$ cat src/rtl/cls_frame_scheduler.sv
// Arbitrates two frame requesters onto the PmodCLS SPI serializer and sequences SS setup, start, completion, watchdog and gap.
// Optional build macro CLS_SCHED_RR_EN selects round-robin arbitration instead of fixed priority (requester 0 first).
module cls_frame_scheduler #(
    parameter int          DATASIZE        = 152,
    parameter int          SS_SETUP_CYCLES = 100,
    parameter int          GAP_CYCLES      = 1000,
    parameter int unsigned TIMEOUT_CYCLES  = 24'd2000000,
    parameter int          CNT_W           = 24
) (
    input  logic                clk,
    input  logic                rst,
    input  logic [1:0]          req,
    input  logic [DATASIZE-1:0] data0,
    input  logic [DATASIZE-1:0] data1,
    output logic [1:0]          done,
    output logic                err,
    output logic                busy,
    output logic [DATASIZE-1:0] send_data,
    output logic                begin_transmission,
    output logic                slave_select,
    input  logic                end_transmission
);

    typedef enum logic [2:0] {IDLE, SETUP, START, BUSY, GAP} state_e;

    localparam logic [CNT_W-1:0] SETUP_LAST   = CNT_W'(SS_SETUP_CYCLES - 1);
    localparam logic [CNT_W-1:0] GAP_LAST     = CNT_W'(GAP_CYCLES - 1);
    localparam logic [CNT_W-1:0] TIMEOUT_LAST = CNT_W'(TIMEOUT_CYCLES - 1);

    state_e                state_q, state_d;
    logic [CNT_W-1:0]      cnt_q, cnt_d;
    logic                  grant_q, grant_d;
    logic [DATASIZE-1:0]   send_data_q, send_data_d;
    logic                  begin_q, begin_d;
    logic                  ss_q, ss_d;
    logic [1:0]            done_q, done_d;
    logic                  err_q, err_d;
    logic                  win;
`ifdef CLS_SCHED_RR_EN
    logic                  last_q, last_d;
`endif

    // NOTE: every variable gets a default before the case so no path leaves one unassigned and infers a latch.
    always_comb begin
        state_d     = state_q;
        cnt_d       = cnt_q;
        grant_d     = grant_q;
        send_data_d = send_data_q;
        begin_d     = 1'b0;
        ss_d        = ss_q;
        done_d      = 2'b00;
        err_d       = 1'b0;
`ifdef CLS_SCHED_RR_EN
        last_d      = last_q;
        win         = (req == 2'b11) ? ~last_q : req[1];
`else
        win         = ~req[0];
`endif

        case (state_q)
            IDLE: begin
                ss_d = 1'b1;
                if (req != 2'b00) begin
                    grant_d     = win;
                    send_data_d = win ? data1 : data0;
                    ss_d        = 1'b0;
                    cnt_d       = '0;
                    state_d     = SETUP;
`ifdef CLS_SCHED_RR_EN
                    last_d      = win;
`endif
                end
            end
            SETUP: begin
                cnt_d = cnt_q + CNT_W'(1);
                if (cnt_q == SETUP_LAST) begin
                    begin_d = 1'b1;
                    cnt_d   = '0;
                    state_d = START;
                end
            end
            START: begin
                cnt_d   = '0;
                state_d = BUSY;
            end
            BUSY: begin
                cnt_d = cnt_q + CNT_W'(1);
                // A completion in the same cycle as the watchdog limit counts as a good frame.
                if (end_transmission) begin
                    done_d  = grant_q ? 2'b10 : 2'b01;
                    cnt_d   = '0;
                    state_d = GAP;
                end else if (cnt_q == TIMEOUT_LAST) begin
                    done_d  = grant_q ? 2'b10 : 2'b01;
                    err_d   = 1'b1;
                    cnt_d   = '0;
                    state_d = GAP;
                end
            end
            GAP: begin
                cnt_d = cnt_q + CNT_W'(1);
                if (cnt_q == GAP_LAST) begin
                    ss_d    = 1'b1;
                    cnt_d   = '0;
                    state_d = IDLE;
                end
            end
            default: state_d = IDLE;
        endcase
    end

    // NOTE: state registers use non-blocking assignments so every flop samples pre-edge values.
    always_ff @(posedge clk or posedge rst) begin
        if (rst) begin
            state_q     <= IDLE;
            cnt_q       <= '0;
            grant_q     <= 1'b0;
            send_data_q <= '0;
            begin_q     <= 1'b0;
            ss_q        <= 1'b1;
            done_q      <= 2'b00;
            err_q       <= 1'b0;
        end else begin
            state_q     <= state_d;
            cnt_q       <= cnt_d;
            grant_q     <= grant_d;
            send_data_q <= send_data_d;
            begin_q     <= begin_d;
            ss_q        <= ss_d;
            done_q      <= done_d;
            err_q       <= err_d;
        end
    end

`ifdef CLS_SCHED_RR_EN
    always_ff @(posedge clk or posedge rst) begin
        if (rst) last_q <= 1'b1;
        else     last_q <= last_d;
    end
`endif

    assign busy               = (state_q != IDLE);
    assign send_data          = send_data_q;
    assign begin_transmission = begin_q;
    assign slave_select       = ss_q;
    assign done               = done_q;
    assign err                = err_q;

endmodule

$ cat config.mk
export PLATFORM = sky130hd
export DESIGN_NAME = cls_frame_scheduler
export DESIGN_NICKNAME = d
export VERILOG_FILES = /design/src/rtl/cls_frame_scheduler.sv
export SDC_FILE = /design/constraint.sdc
export NUM_CORES = 1
export LEC_CHECK = 0
export BUFFER_PORTS_ARGS = -buffer_cell sky130_fd_sc_hd__buf_2
export CAP_MARGIN = 20
export CORE_AREA = 2 2 180 182
export DETAILED_ROUTE_END_ITERATION = 8
export DIE_AREA = 0 0 182 184
export PLACE_DENSITY = 0.62
export SLEW_MARGIN = 10
export SYNTH_ARGS = -nofsm -noshare
export SYNTH_HDL_FRONTEND = slang
export SYNTH_SLANG_ARGS = --single-unit
$ cat constraint.sdc
create_clock -name clk -period 7.6 [get_ports clk]
set_clock_uncertainty 0.05 [all_clocks]
set_input_delay 1.14 -clock clk [delete_from_list [all_inputs] [get_ports clk]]
set_output_delay 1.14 -clock clk [all_outputs]
set_load 0.02 [all_outputs]
Yosys cells after proc, flatten, opt, wreduce, memory -nomap -nowiden. Index checks and enable logic that the tools add are counted. Widths: inputs -> output; s select.

Bits in writable memories: 0. Logic and storage cells: 55. Bits in latches: 0. Flip-flop bits (word level): 185. Bits in read-only memories: 0. Memories kept: 0. Input bits: 309.

Bitwise logic cells: 1. Divide/modulo/power cells: 0. $add $sub $neg: 1. Shifts and indexed selects: 0. Eq/ne operators: 11. Multiplexer cells: 25. Magnitude comparators: 0. $mul: 0. Reduce and logical (&&, ||, !) cells: 9.

Operators with widths (count): $mux 152 (1); $mux 24 (5); $pmux 24 s5 (1); $add 24x1->24 const B (1); $eq 24x10->1 const B (1); $eq 24x21->1 const B (1); $eq 24x7->1 const B (1); $mux 3 (5); $pmux 3 s5 (1); $mux 2 (4); $mux 1 (7); $eq 3x2->1 const B (2); $ne 2x2->1 const B (3); $reduce_and 2->1 (3); $reduce_bool 5->1 (1); $reduce_and 4->1 (1); $reduce_bool 2->1 (2); $eq 3x1->1 const B (1); $eq 3x3->1 const B (1); $logic_not 3->1 (1); $ne 3x3->1 const B (1); $reduce_bool 3->1 (1); $pmux 1 s2 (1); $not 1->1 (1).

Depth between registers and ports, before layout.
Depth after elaboration: 4. Gate-level depth with buffers: 8. Depth with buffers taken out: 6.

Worst setup path after synthesis. Ideal clock, no wire load.

Path type: input -> register. From: input port req[0]. To: register cnt_q[15]. Cell stages on the path: 6. Required time: 7.431 ns. Data arrival time: 2.375 ns. Path slack: 5.057 ns. Cells stage by stage: or4_1 o211ai_1 buf_2 nor3_1 xnor2_1 nor2_1.

Cells in the longest elaborated chain, start to end: 3.

RTL lines: from (decl) (line 12) `input logic [1:0] req,`; $reduce_bool 2->1 (line 63) `if (req != 2'b00) begin`; $ne 2x2->1 (no line); $reduce_and 2->1 (no line); to (signal assigned) (line 125) `cnt_q <= cnt_d;`; to (decl) (line 31) `logic [CNT_W-1:0] cnt_q, cnt_d;`.

No other way between the ends. A chain may end at the register's enable or synchronous reset.

Final worst setup path.
From: input port req[0]. To: register send_data_q[93] (netlist: send_data[93]).

Cells in the longest elaborated chain, start to end: 2.

RTL lines: $reduce_bool 2->1 (line 63); $reduce_and 2->1 (no line); to (signal assigned) (line 127) `send_data_q <= send_data_d;`; to (decl) (line 33) `logic [DATASIZE-1:0] send_data_q, send_data_d;`.

Parallel ways exist; a longest one is shown, timed or not.

==> results.md <==
- Status: completed
- Max Fclk: 318.5 MHz
- Most area-hungry cell type in the Yosys netlist: dfrtp_1
- Ys Warns: 0
- # DRC: 0
- Global-route wire length before repair: between 30 and 40 mm
- Grt ovf: 0
- Drt pass-1 iters: 7
- Worst-path maximum fanout: 106
- HP Start: grant_q$_DFFE_PP0P_
- Cell count after synthesis: between 800 and 900
- Pleak: between 5 and 6 nW
- Die W: about 180 µm
- CP endpoint kind: register
- Clk network pwr share: around 23%
- Resize count post-CTS: 0
- Routed len/inst: between 15 and 20 µm
- WHS: approximately 450 ps
- Clk_lat worst skew: between 400 and 500 ps
- Internal: 2.343 mW
- Post-synthesis sequential area ratio: 53.04%
- Post-DP Area: 11380 µm²
- Finish-stage setup viols: 0
- Largest net degree at the start of global routing: about 170
- Postcts setup bufs: 0
- Share of layout cells above drive strength 1: between 30% and 40%
- H-tree depth: 4
- Root Driver: clkbuf_16
- Final nets: 1596
- Measured slew at the worst slew-check pin: between 1000 and 1500 ps
- Final Core Density: a little under two fifths
- Routed Antenna Nets: 0
- Final worst path period need: around 3100 ps
- Post-synth EDFFs: 0
- CTS tree: done
- Total track usage: roughly 15%
- Total negative setup slack: 0 ps
- Tot Pwr: 3.918 mW
- Post-Syn Nets: 1163
- Top_reg_cell synth: dfrtp_1
- Syn Std Cell Area: approximately 8700 µm²
- Post-route cell area: between 10000 and 15000 µm²
- Initial core utilization: 27.81%
- R2r worst-path depth: 6
- Vias in the first global route: 7324
- # diodes: 0
- Crit path from: req[0]
- Hold Buf Count CTS: 0
- Routability cong.: around 0.79
- Area growth, synth to finish: 36.99%
- Buffers on Ports: between 400 and 500
- Hold Vio Cnt, Final: 0
- Rel. slew slack: approximately a third
- Finished Layout Cells: 1701
- #FFs+latches synth: between 150 and 200
- Sw Ratio: between 40% and 50%
- Netlist cell types: 44
- Setup slack, reg-to-reg: between 4000 and 5000 ps
- Via count: around 7.8k
- Ports: 467
- Hold WC Path Type: reg2reg
- Dpl ws: 3981 ps
- Crit path DAT: around 3400 ps
- TritonCTS Sinks: about 190
- Tcrit/Tclk final: between 40 and 50%
- Peak supply drop: approximately 0.14 mV
- Die Y-Extent: ~180 µm
- Reg clk slew, reported paths: roughly 70 ps
- Comb pwr share: 37.6%
- Row Count: 65
- Initial antenna violation count: 0
- Max-cap viol count: 0
- Crit path launch type: input pin
- Initial DRC count: 407
- Hold path depth: 1
- Final worst slack: 4461 ps
- Pwr Density: around 330 nW/µm²
- Die Footprint: 33490 µm²
- Syn_area_per_cell: roughly 10 µm²
- Launch point of the worst reg-to-reg path: cnt_q[0]$_DFFE_PP0P_
- Reg power frac: 39.6%
- Top cell type's share of synthesized area: between 50% and 60%
- CTS Buf Count: 17
- Worst Setup EP: send_data[93]$_DFFE_PP0P_
- Drt total wl: roughly 26 mm
- Area contributors post-synth: dfrtp_1, mux2i_1, a21oi_1
- Core Box Area: about 31000 µm²
- Psw: around 1.6 mW
- Reg2reg end: cnt_q[5]$_DFFE_PP0P_
- Drt via density: about 4.6
- Dpl cells: ~1.7k
- CP required: 7810 ps
- Clk buf depth: 2
- Async set-or-reset flop fraction in the synthesized netlist: 100.0%
- Hpwl dp: a little under 20 mm
- Class of the most critical setup path: in2reg
- Slew Viols, Final: 0
- Unrepaired setup endpoints after global routing: no
==> cell usage after synthesis (all sizes together), types with 2 or more instances <==
master / number
mux2i: 154
xnor2: 13
nand2b: 3
o31ai: 8
and2: 3
nand3: 8
a21oi: 155
and3: 6
o31a: 2
nor2b: 2
clkbuf: 22
nor4: 8
nor3: 13
o22ai: 3
o211ai: 4
o21ai: 12
nand2: 14
nand4: 7
inv: 5
buf: 35
nor4b: 2
nor2: 177
dfrtp: 184
==> cell usage in the layout, fill, tap and decap left out, drive strengths merged, types with 8 or more instances in the layout <==
cell,Yosys,routed
clkbuf,22,19
nand3,8,8
nor2,177,177
dfrtp,184,184
nor3,13,13
buf,35,470
o31ai,8,8
nand2,14,14
xnor2,13,13
mux2i,154,154
o21ai,12,12
inv,5,13
a21oi,155,155
nor4,8,8
==> registers in the layout, indices dropped and copies added, names as in the netlist <==
signal and cells:
grant_q 1, cnt_q 24, state_q 3, begin_transmission 1, send_data 152, done 2, slave_select 1, err 1
==> power by group through the flow <==
stage | clock (mW) | sequential, mW | combinational (mW)
after floorplan | 0 | 1.98 | 0.464
after global placement | 0 | 1.56 | 1.46
after detailed placement | 0 | 1.56 | 1.50
after CTS | 0.926 | 1.55 | 1.50
after global routing | 0.972 | 1.60 | 1.60
final | 0.893 | 1.55 | 1.48
==> critical path, stage by stage <==
cell and delay [ps]:
clkbuf_8 400, nor2_1 150, nor2_4 560, buf_4 820, a21oi_1 170
==> worst min-delay path by stage <==
stage | to | slack [ps]
detailed placement | done[0]$_DFF_PP0_ | 420
floorplan | done[0]$_DFF_PP0_ | 380
CTS | done[0]$_DFF_PP0_ | 440
global placement | done[0]$_DFF_PP0_ | 430
finish | done[0]$_DFF_PP0_ | 450
global route | done[0]$_DFF_PP0_ | 480
==> cell families (layout without fill, tap and decap cells) <==
kind of cell             count (synthesis)  count (layout)  share of synthesized area, %
AND/OR/NAND/NOR                        248             248                         12.91
AO/OA/AOI/OAI                          189             189                         11.64
flip-flops                             185             185                         53.04
multiplexers                           154             154                         17.66
buffers and inverters                   62             508                         3.210
XOR/XNOR                                14              14                         1.404
adder cells (fa/ha/maj)                  1               1                        0.1433
==> metal layers <==
layer  part of all wire, %  global-route usage (%)
met5                     0                       0
met4                   1.5                   4.419
met1                    44                   19.71
met2                    49                   24.99
met3                   5.4                   3.031
==> cell type report <==
| cell class | count | area [µm²] |
|---|---|---|
| clock inverter | 14 | 155.1 |
| multi-input combinational | 606 | 3825 |
| inverter | 5 | 26.28 |
| sequential | 185 | 4631 |
| clock buffer | 18 | 429.2 |
| tap | 402 | 503.0 |
| timing repair buffer | 471 | 2391 |
| fill | 3200 | 19430 |
Power figures use the tool's default switching activity.
